File: config.mk
export PLATFORM = sky130hd
export DESIGN_NAME = miriscv_mdu_iter
export DESIGN_NICKNAME = d
export VERILOG_FILES = /design/src/rtl/miriscv_mdu_pkg.sv /design/src/rtl/miriscv_div_radix2.sv /design/src/rtl/miriscv_mdu_iter.sv
export SDC_FILE = /design/constraint.sdc
export NUM_CORES = 2
export LEC_CHECK = 0
export BUFFER_PORTS_ARGS = -buffer_cell sky130_fd_sc_hd__buf_2
export CAP_MARGIN = 30
export CELL_PAD_IN_SITES_DETAIL_PLACEMENT = 0
export CELL_PAD_IN_SITES_GLOBAL_PLACEMENT = 1
export CORE_MARGIN = 3
export CORE_UTILIZATION = 35
export DETAILED_ROUTE_END_ITERATION = 10
export PLACE_DENSITY = 0.63
export SLEW_MARGIN = 20
export SYNTH_ARGS = -nofsm -noshare
export SYNTH_HDL_FRONTEND = slang
export SYNTH_HIERARCHICAL = 1
export SYNTH_SLANG_ARGS = --single-unit
File: constraint.sdc
create_clock -name clk_i -period 11.2 [get_ports clk_i]
set_clock_uncertainty 0.15 [all_clocks]
set_input_delay 1.12 -clock clk_i [delete_from_list [all_inputs] [get_ports clk_i]]
set_output_delay 1.12 -clock clk_i [all_outputs]
set_load 0.03 [all_outputs]
File: src/rtl/miriscv_mdu_pkg.sv
// Shared definitions for the miriscv multiply/divide unit: RV M op codes,
// FSM state encoding and op-classification helpers.
package miriscv_mdu_pkg;

  localparam int MDU_OP_WIDTH = 3;

  localparam logic [MDU_OP_WIDTH-1:0] MDU_MUL    = 3'b000;
  localparam logic [MDU_OP_WIDTH-1:0] MDU_MULH   = 3'b001;
  localparam logic [MDU_OP_WIDTH-1:0] MDU_MULHSU = 3'b010;
  localparam logic [MDU_OP_WIDTH-1:0] MDU_MULHU  = 3'b011;
  localparam logic [MDU_OP_WIDTH-1:0] MDU_DIV    = 3'b100;
  localparam logic [MDU_OP_WIDTH-1:0] MDU_DIVU   = 3'b101;
  localparam logic [MDU_OP_WIDTH-1:0] MDU_REM    = 3'b110;
  localparam logic [MDU_OP_WIDTH-1:0] MDU_REMU   = 3'b111;

  typedef enum logic [1:0] {IDLE, MUL, DIV, DONE} mdu_state_t;

  function automatic logic is_mul_op(input logic [MDU_OP_WIDTH-1:0] op);
    return op inside {MDU_MUL, MDU_MULH, MDU_MULHSU, MDU_MULHU};
  endfunction

  function automatic logic is_signed_a(input logic [MDU_OP_WIDTH-1:0] op);
    return op inside {MDU_MUL, MDU_MULH, MDU_MULHSU, MDU_DIV, MDU_REM};
  endfunction

  function automatic logic is_signed_b(input logic [MDU_OP_WIDTH-1:0] op);
    return op inside {MDU_MUL, MDU_MULH, MDU_DIV, MDU_REM};
  endfunction

  function automatic logic is_high_op(input logic [MDU_OP_WIDTH-1:0] op);
    return op inside {MDU_MULH, MDU_MULHSU, MDU_MULHU};
  endfunction

  function automatic logic is_rem_op(input logic [MDU_OP_WIDTH-1:0] op);
    return op inside {MDU_REM, MDU_REMU};
  endfunction

endpackage

File: src/rtl/miriscv_div_radix2.sv
// Iterative restoring radix-2 divider on unsigned magnitudes; one quotient bit
// per cycle, XLEN cycles. quotient_o/remainder_o carry the current step result.
module miriscv_div_radix2 #(
  parameter int XLEN = 32
) (
  input  logic            clk_i,
  input  logic            arstn_i,
  input  logic            start_i,
  input  logic            kill_i,
  input  logic [XLEN-1:0] dividend_i,
  input  logic [XLEN-1:0] divisor_i,
  output logic            done_o,
  output logic [XLEN-1:0] quotient_o,
  output logic [XLEN-1:0] remainder_o
);

  localparam int CNT_W = $clog2(XLEN);

  logic             running;
  logic [CNT_W-1:0] cnt;
  logic [XLEN-1:0]  quo;
  logic [XLEN-1:0]  rem;
  logic [XLEN-1:0]  dvs;
  logic [XLEN:0]    rem_sh;
  logic [XLEN:0]    diff;

  // quo doubles as the dividend shift register: its MSB feeds the partial remainder
  always_comb begin
    rem_sh = {rem, quo[XLEN-1]};
    diff   = rem_sh - {1'b0, dvs};
    if (!diff[XLEN]) begin
      remainder_o = diff[XLEN-1:0];
      quotient_o  = {quo[XLEN-2:0], 1'b1};
    end else begin
      remainder_o = rem_sh[XLEN-1:0];
      quotient_o  = {quo[XLEN-2:0], 1'b0};
    end
    done_o = running && (cnt == CNT_W'(XLEN-1));
  end

  always_ff @(posedge clk_i or negedge arstn_i) begin
    if (!arstn_i) begin
      running <= 1'b0;
      cnt     <= '0;
    end else if (kill_i) begin
      running <= 1'b0;
    end else if (start_i) begin
      running <= 1'b1;
      cnt     <= '0;
    end else if (running) begin
      cnt <= cnt + 1'b1;
      if (done_o) running <= 1'b0;
    end
  end

  always_ff @(posedge clk_i) begin
    if (start_i) begin
      quo <= dividend_i;
      rem <= '0;
      dvs <= divisor_i;
    end else if (running) begin
      quo <= quotient_o;
      rem <= remainder_o;
    end
  end

endmodule

File: src/rtl/miriscv_mdu_iter.sv
// Iterative RV M-extension multiply/divide unit with request/valid handshake,
// kill, and single-cycle results for divide-by-zero and signed overflow.
module miriscv_mdu_iter
  import miriscv_mdu_pkg::*;
#(
  parameter int XLEN     = 32,
  parameter int MUL_BITS = 32
) (
  input  logic                    clk_i,
  input  logic                    arstn_i,
  input  logic                    mdu_req_i,
  input  logic [MDU_OP_WIDTH-1:0] mdu_op_i,
  input  logic [XLEN-1:0]         mdu_port_a_i,
  input  logic [XLEN-1:0]         mdu_port_b_i,
  input  logic                    mdu_kill_i,
  output logic                    mdu_ready_o,
  output logic                    mdu_valid_o,
  output logic [XLEN-1:0]         mdu_result_o,
  output logic                    mdu_busy_o
);

  localparam int MUL_ITERS = XLEN / MUL_BITS;
  localparam int CNT_W     = (MUL_ITERS > 1) ? $clog2(MUL_ITERS) : 1;
  localparam logic [XLEN-1:0] MIN_NEG = {1'b1, {(XLEN-1){1'b0}}};

  generate
    if (XLEN < 8 || (XLEN % 2) != 0) begin : g_bad_xlen
      $error("miriscv_mdu_iter: XLEN must be even and at least 8");
    end
    if (MUL_BITS < 1 || (XLEN % MUL_BITS) != 0) begin : g_bad_mul_bits
      $error("miriscv_mdu_iter: MUL_BITS must divide XLEN");
    end
  endgenerate

  function automatic logic [XLEN-1:0] neg_x(input logic [XLEN-1:0] v);
    return '0 - v;
  endfunction

  function automatic logic [2*XLEN-1:0] neg_2x(input logic [2*XLEN-1:0] v);
    return '0 - v;
  endfunction

  mdu_state_t              state;
  logic [CNT_W-1:0]        mul_cnt;
  logic [MDU_OP_WIDTH-1:0] op_q;
  logic                    sign_a_q, sign_b_q;
  logic [XLEN-1:0]         res_pend, res_hold;
  logic [2*XLEN-1:0]       acc, mcand_sh, mul_digit, acc_next, prod;
  logic [XLEN-1:0]         mplier, mul_res, div_res;

  logic                    accept, sign_a_in, sign_b_in, div_special, div_start, mul_last;
  logic [XLEN-1:0]         abs_a_in, abs_b_in, special_res;
  logic                    div_done;
  logic [XLEN-1:0]         div_quo, div_rem;

  always_comb begin
    accept    = (state == IDLE) && mdu_req_i && !mdu_kill_i;
    sign_a_in = is_signed_a(mdu_op_i) && mdu_port_a_i[XLEN-1];
    sign_b_in = is_signed_b(mdu_op_i) && mdu_port_b_i[XLEN-1];
    abs_a_in  = sign_a_in ? neg_x(mdu_port_a_i) : mdu_port_a_i;
    abs_b_in  = sign_b_in ? neg_x(mdu_port_b_i) : mdu_port_b_i;
    div_special = 1'b0;
    special_res = '0;
    if (!is_mul_op(mdu_op_i) && mdu_port_b_i == '0) begin
      div_special = 1'b1;
      special_res = is_rem_op(mdu_op_i) ? mdu_port_a_i : '1;
    end else if (!is_mul_op(mdu_op_i) && is_signed_b(mdu_op_i) &&
                 mdu_port_a_i == MIN_NEG && mdu_port_b_i == '1) begin
      div_special = 1'b1;
      special_res = is_rem_op(mdu_op_i) ? '0 : mdu_port_a_i;
    end
    div_start = accept && !is_mul_op(mdu_op_i) && !div_special;
  end

  // Shift-add step: the multiplicand slides left as multiplier digits are consumed
  always_comb begin
    mul_digit = {{(2*XLEN-MUL_BITS){1'b0}}, mplier[MUL_BITS-1:0]};
    acc_next  = acc + mcand_sh * mul_digit;
    prod      = (sign_a_q ^ sign_b_q) ? neg_2x(acc_next) : acc_next;
    mul_res   = is_high_op(op_q) ? prod[2*XLEN-1:XLEN] : prod[XLEN-1:0];
    mul_last  = (mul_cnt == CNT_W'(MUL_ITERS-1));
    if (is_rem_op(op_q)) div_res = sign_a_q ? neg_x(div_rem) : div_rem;
    else                 div_res = (sign_a_q ^ sign_b_q) ? neg_x(div_quo) : div_quo;
  end

  miriscv_div_radix2 #(.XLEN(XLEN)) u_div (
    .clk_i       (clk_i),
    .arstn_i     (arstn_i),
    .start_i     (div_start),
    .kill_i      (mdu_kill_i),
    .dividend_i  (abs_a_in),
    .divisor_i   (abs_b_in),
    .done_o      (div_done),
    .quotient_o  (div_quo),
    .remainder_o (div_rem)
  );

  always_ff @(posedge clk_i or negedge arstn_i) begin
    if (!arstn_i) begin
      state    <= IDLE;
      mul_cnt  <= '0;
      op_q     <= MDU_MUL;
      sign_a_q <= 1'b0;
      sign_b_q <= 1'b0;
      res_hold <= '0;
    end else if (mdu_kill_i && state != IDLE) begin
      state <= IDLE;
    end else begin
      case (state)
        IDLE: if (accept) begin
          op_q     <= mdu_op_i;
          sign_a_q <= sign_a_in;
          sign_b_q <= sign_b_in;
          mul_cnt  <= '0;
          if (is_mul_op(mdu_op_i)) state <= MUL;
          else if (div_special)    state <= DONE;
          else                     state <= DIV;
        end
        MUL: begin
          mul_cnt <= mul_cnt + 1'b1;
          if (mul_last) state <= DONE;
        end
        DIV:  if (div_done) state <= DONE;
        DONE: begin
          res_hold <= res_pend;
          state    <= IDLE;
        end
        default: state <= IDLE;
      endcase
    end
  end

  always_ff @(posedge clk_i) begin
    if (accept) begin
      acc      <= '0;
      mcand_sh <= {{XLEN{1'b0}}, abs_a_in};
      mplier   <= abs_b_in;
      res_pend <= special_res;
    end else if (state == MUL) begin
      acc      <= acc_next;
      mcand_sh <= mcand_sh << MUL_BITS;
      mplier   <= mplier >> MUL_BITS;
      if (mul_last) res_pend <= mul_res;
    end else if (state == DIV && div_done) begin
      res_pend <= div_res;
    end
  end

  // A kill in DONE must hide the pending result, so valid/result are gated here
  always_comb begin
    mdu_ready_o  = (state == IDLE);
    mdu_busy_o   = (state == MUL) || (state == DIV);
    mdu_valid_o  = (state == DONE) && !mdu_kill_i;
    mdu_result_o = mdu_valid_o ? res_pend : res_hold;
  end

endmodule

==> impl_metrics.toml <==
[logic_synthesis]
synthCells = 7663
synth_area_per_cell_um2 = 9.01
synth_top_family_by_area = "adder cells"
synth_xor_area_frac = 0.0349
ys_async_sr_fraction = 0.138
synth_edf_count = 160
ys_warn_count = 6
synth_seq_area_share = 0.123
yosys.area_share.simple = 0.177
synth_mux_area_frac = 0.0276
yosysUniqueCellTypes = 108
ys.flop_type = "edfxtp_1"
synth_adder_area_share = 0.451
synth_compound_area_frac = 0.0805
syn_nets = 9366
syn_area_um2 = 69000
synth_seq_cells = 334

[clock_network]
ctsHtreeMaxLevel = 2
clkSlewWorstSetupHoldPaths_ps = 60
cts_resized = 0
clock_sinks = 334
numCtsBuffers = 46
cts_tree = "done"
clock_tree.buffer_depth = 3
clkLatencyLatePin_ps = 620
cts_hold_buf = 0
post-cts-setup-buffers = 0
cts_root_buf = "clkbuf_16"

[critical_path]
cp.buffers_inverters = 6
cp_max_fo = 15
cpMostUsedCell = "fa_1"
start_kind = "flop"
worstPathArrival_ps = 10900
worstSetupEndpointType = "flop"
worst_path_max_delay_cell = "a2111oi_0"
crit_family = "adder cells"
cp_slowest_stage_delay_ps = 690
critical_path_class = "reg -> reg"
worstPathRequired_ps = 11360

[die]
rows = 162
die_w_um = 450
ioPinCount = 106
dieArea_um2 = 203000
core_area_um2 = 195000
die_h_um = 450
start_util = 0.353

[sta]
tightest_slew_ps = 1030
setup_ws_ps = 455
hold_violations = 0
rsz0062_at_grt = "false"
post-route-min-period_ps = 10750
fin_tns_setup_ps = 0
report.final.slew_viol_count = 0
max_freq_ghz = 0.0931
fin_crit_sh = 0.959
setup_violations = 0
relSlewSlack = 0.311

[grt]
overflow = 0
grt_pass1_vias = 56900
grt.total_usage = 0.231
grt_pass1_wl_um = 360000
antenna_found_initial = 19
grt_max_degree = 71

[hold_path]
hp-class = "reg -> reg"

[final_layout]
fillers = 20000
multi_input_area_um2 = 53300
layout.nets = 9206
seqCellArea_um2 = 8520
drive_gt1_frac = 0.0755
syn2layout_area_growth_pct = 7.41

[route]
viasPerCell = 5.17
wl_um = 233000
vias = 52600
first_pass_iters = 5
wl_per_cell_um = 22.9
remaining_drc_errors = 0
drt_iter0_drc = 3354
ant_nets = 0

[placement]
gp_congestion = 0.905
place_ws_ps = 342
numPortBuffers = 105
dp_hpwl_um = 191000

[run_status]
status = "finished, final reports clean"

[run]
cap_violations = 0
area by class of cell:
type | count | share of cell area
repair buffers | 293 | 0.0297
multi-input cells | 5443 | 0.719
flip-flops and latches | 334 | 0.115
diodes | 8 | 0.000270
well taps | 2624 | 0.0443
clock buffers | 66 | 0.0181
inverters | 1385 | 0.0702
clock inverters | 20 | 0.00316
metrics by stage:
stage / cells / cell area [um2] / hold WS [ps] / utilization
2_1_floorplan: 7663 / 69000 / 293 / -
3_5_place_dp: 10100 / 72400 / 330 / 0.371
4_1_cts: 10200 / 74000 / 338 / 0.379
3_3_place_gp: 10100 / 72300 / 318 / 0.370
6_report: 10200 / 74100 / 337 / 0.379
5_1_grt: 10200 / 74100 / 355 / 0.379
Yosys cell counts (49+ instances only):
cell type,instances,area share
inv_1,1383,0.075
xnor2_1,184,0.023
a21oi_1,168,0.012
o21ai_0,220,0.016
xor2_1,91,0.012
and2_1,659,0.060
mux2_2,106,0.017
nand2_1,1206,0.066
nand3_1,74,0.0054
a21o_1,51,0.0055
edfxtp_1,160,0.070
nor2_1,276,0.015
nor3_1,55,0.0040
ha_1,201,0.036
clkbuf_1,414,0.023
dfxtp_1,128,0.037
fa_1,1431,0.42
nand4_1,49,0.0044
mux2i_1,71,0.010
worst min-delay path, cell delays in order (launching register included):
cell	delay [ps]
dfxtp_1	310
nor2_1	80
a211oi_1	50
flip-flops by register name, summed over array words and instances, names as in the netlist:
name,cells
acc,64
mcand_sh,64
mplier,32
mul_cnt,1
op_q,3
res_hold,32
res_pend,32
sign_a_q,1
sign_b_q,1
state,2
u_div/cnt,5
u_div/dvs,32
u_div/quo,32
u_div/rem,32
u_div/running,1
final timing paths:
| path | slack [ps] | to | startpoint | cells after the start |
|---|---|---|---|---|
| worst max-delay path | 450 | res_pend[31]$_DFFE_PP_ | mcand_sh[5]$_SDFFCE_PN0P_ | 28 |
| worst min-delay path | 340 | acc[28]$_SDFFE_PP0P_ | acc[28]$_SDFFE_PP0P_ | 2 |
| worst max register to register | 450 | res_pend[31]$_DFFE_PP_ | mcand_sh[5]$_SDFFCE_PN0P_ | 28 |
| worst min register to register | 340 | acc[28]$_SDFFE_PP0P_ | acc[28]$_SDFFE_PP0P_ | 2 |
| max in group asynchronous | 9860 | u_div/running$_DFF_PN0_ | arstn_i | 2 |
| min in group asynchronous | 480 | sign_a_q$_DFFE_PN0P_ | arstn_i | 2 |
kinds of logic after synthesis:
kind of cell | after synthesis
and+or+nand+nor | 2535
AOI/OAI and AO/OA | 824
DFF | 334
adders and majority gates | 1632
buffers and inverters | 1886
muxes | 177
xor gates and xnor gates | 275
layout by cell type, fill, tap and decap left out, drive strengths merged, types with 51 or more instances in the layout:
cell    Yosys  final
dfxtp     128    128
nand4      51     51
clkbuf    415     66
fa       1431   1431
nand2    1206   1206
and2      662    662
ha        201    201
buf        86    293
mux2i      71     71
xor2       91     91
nor3       58     58
a21oi     182    182
nand3      75     75
xnor2     184    184
a21o       51     51
o21ai     253    253
mux2      106    106
inv      1384   1387
edfxtp    160    160
nor2      276    276
layer usage:
metal / wire length (um) / up-vias / GRT usage
li1: - / 23200 / -
met1: 101000 / 27700 / 0.309
met2: 114000 / 1350 / 0.399
met3: 10400 / 288 / 0.0227
met4: 7150 / 2 / 0.0655
met5: 13 / - / 0
Power is left out: the tool's default activity adds up to more than one toggle a clock period on the data nets, which glitch-free logic cannot reach.
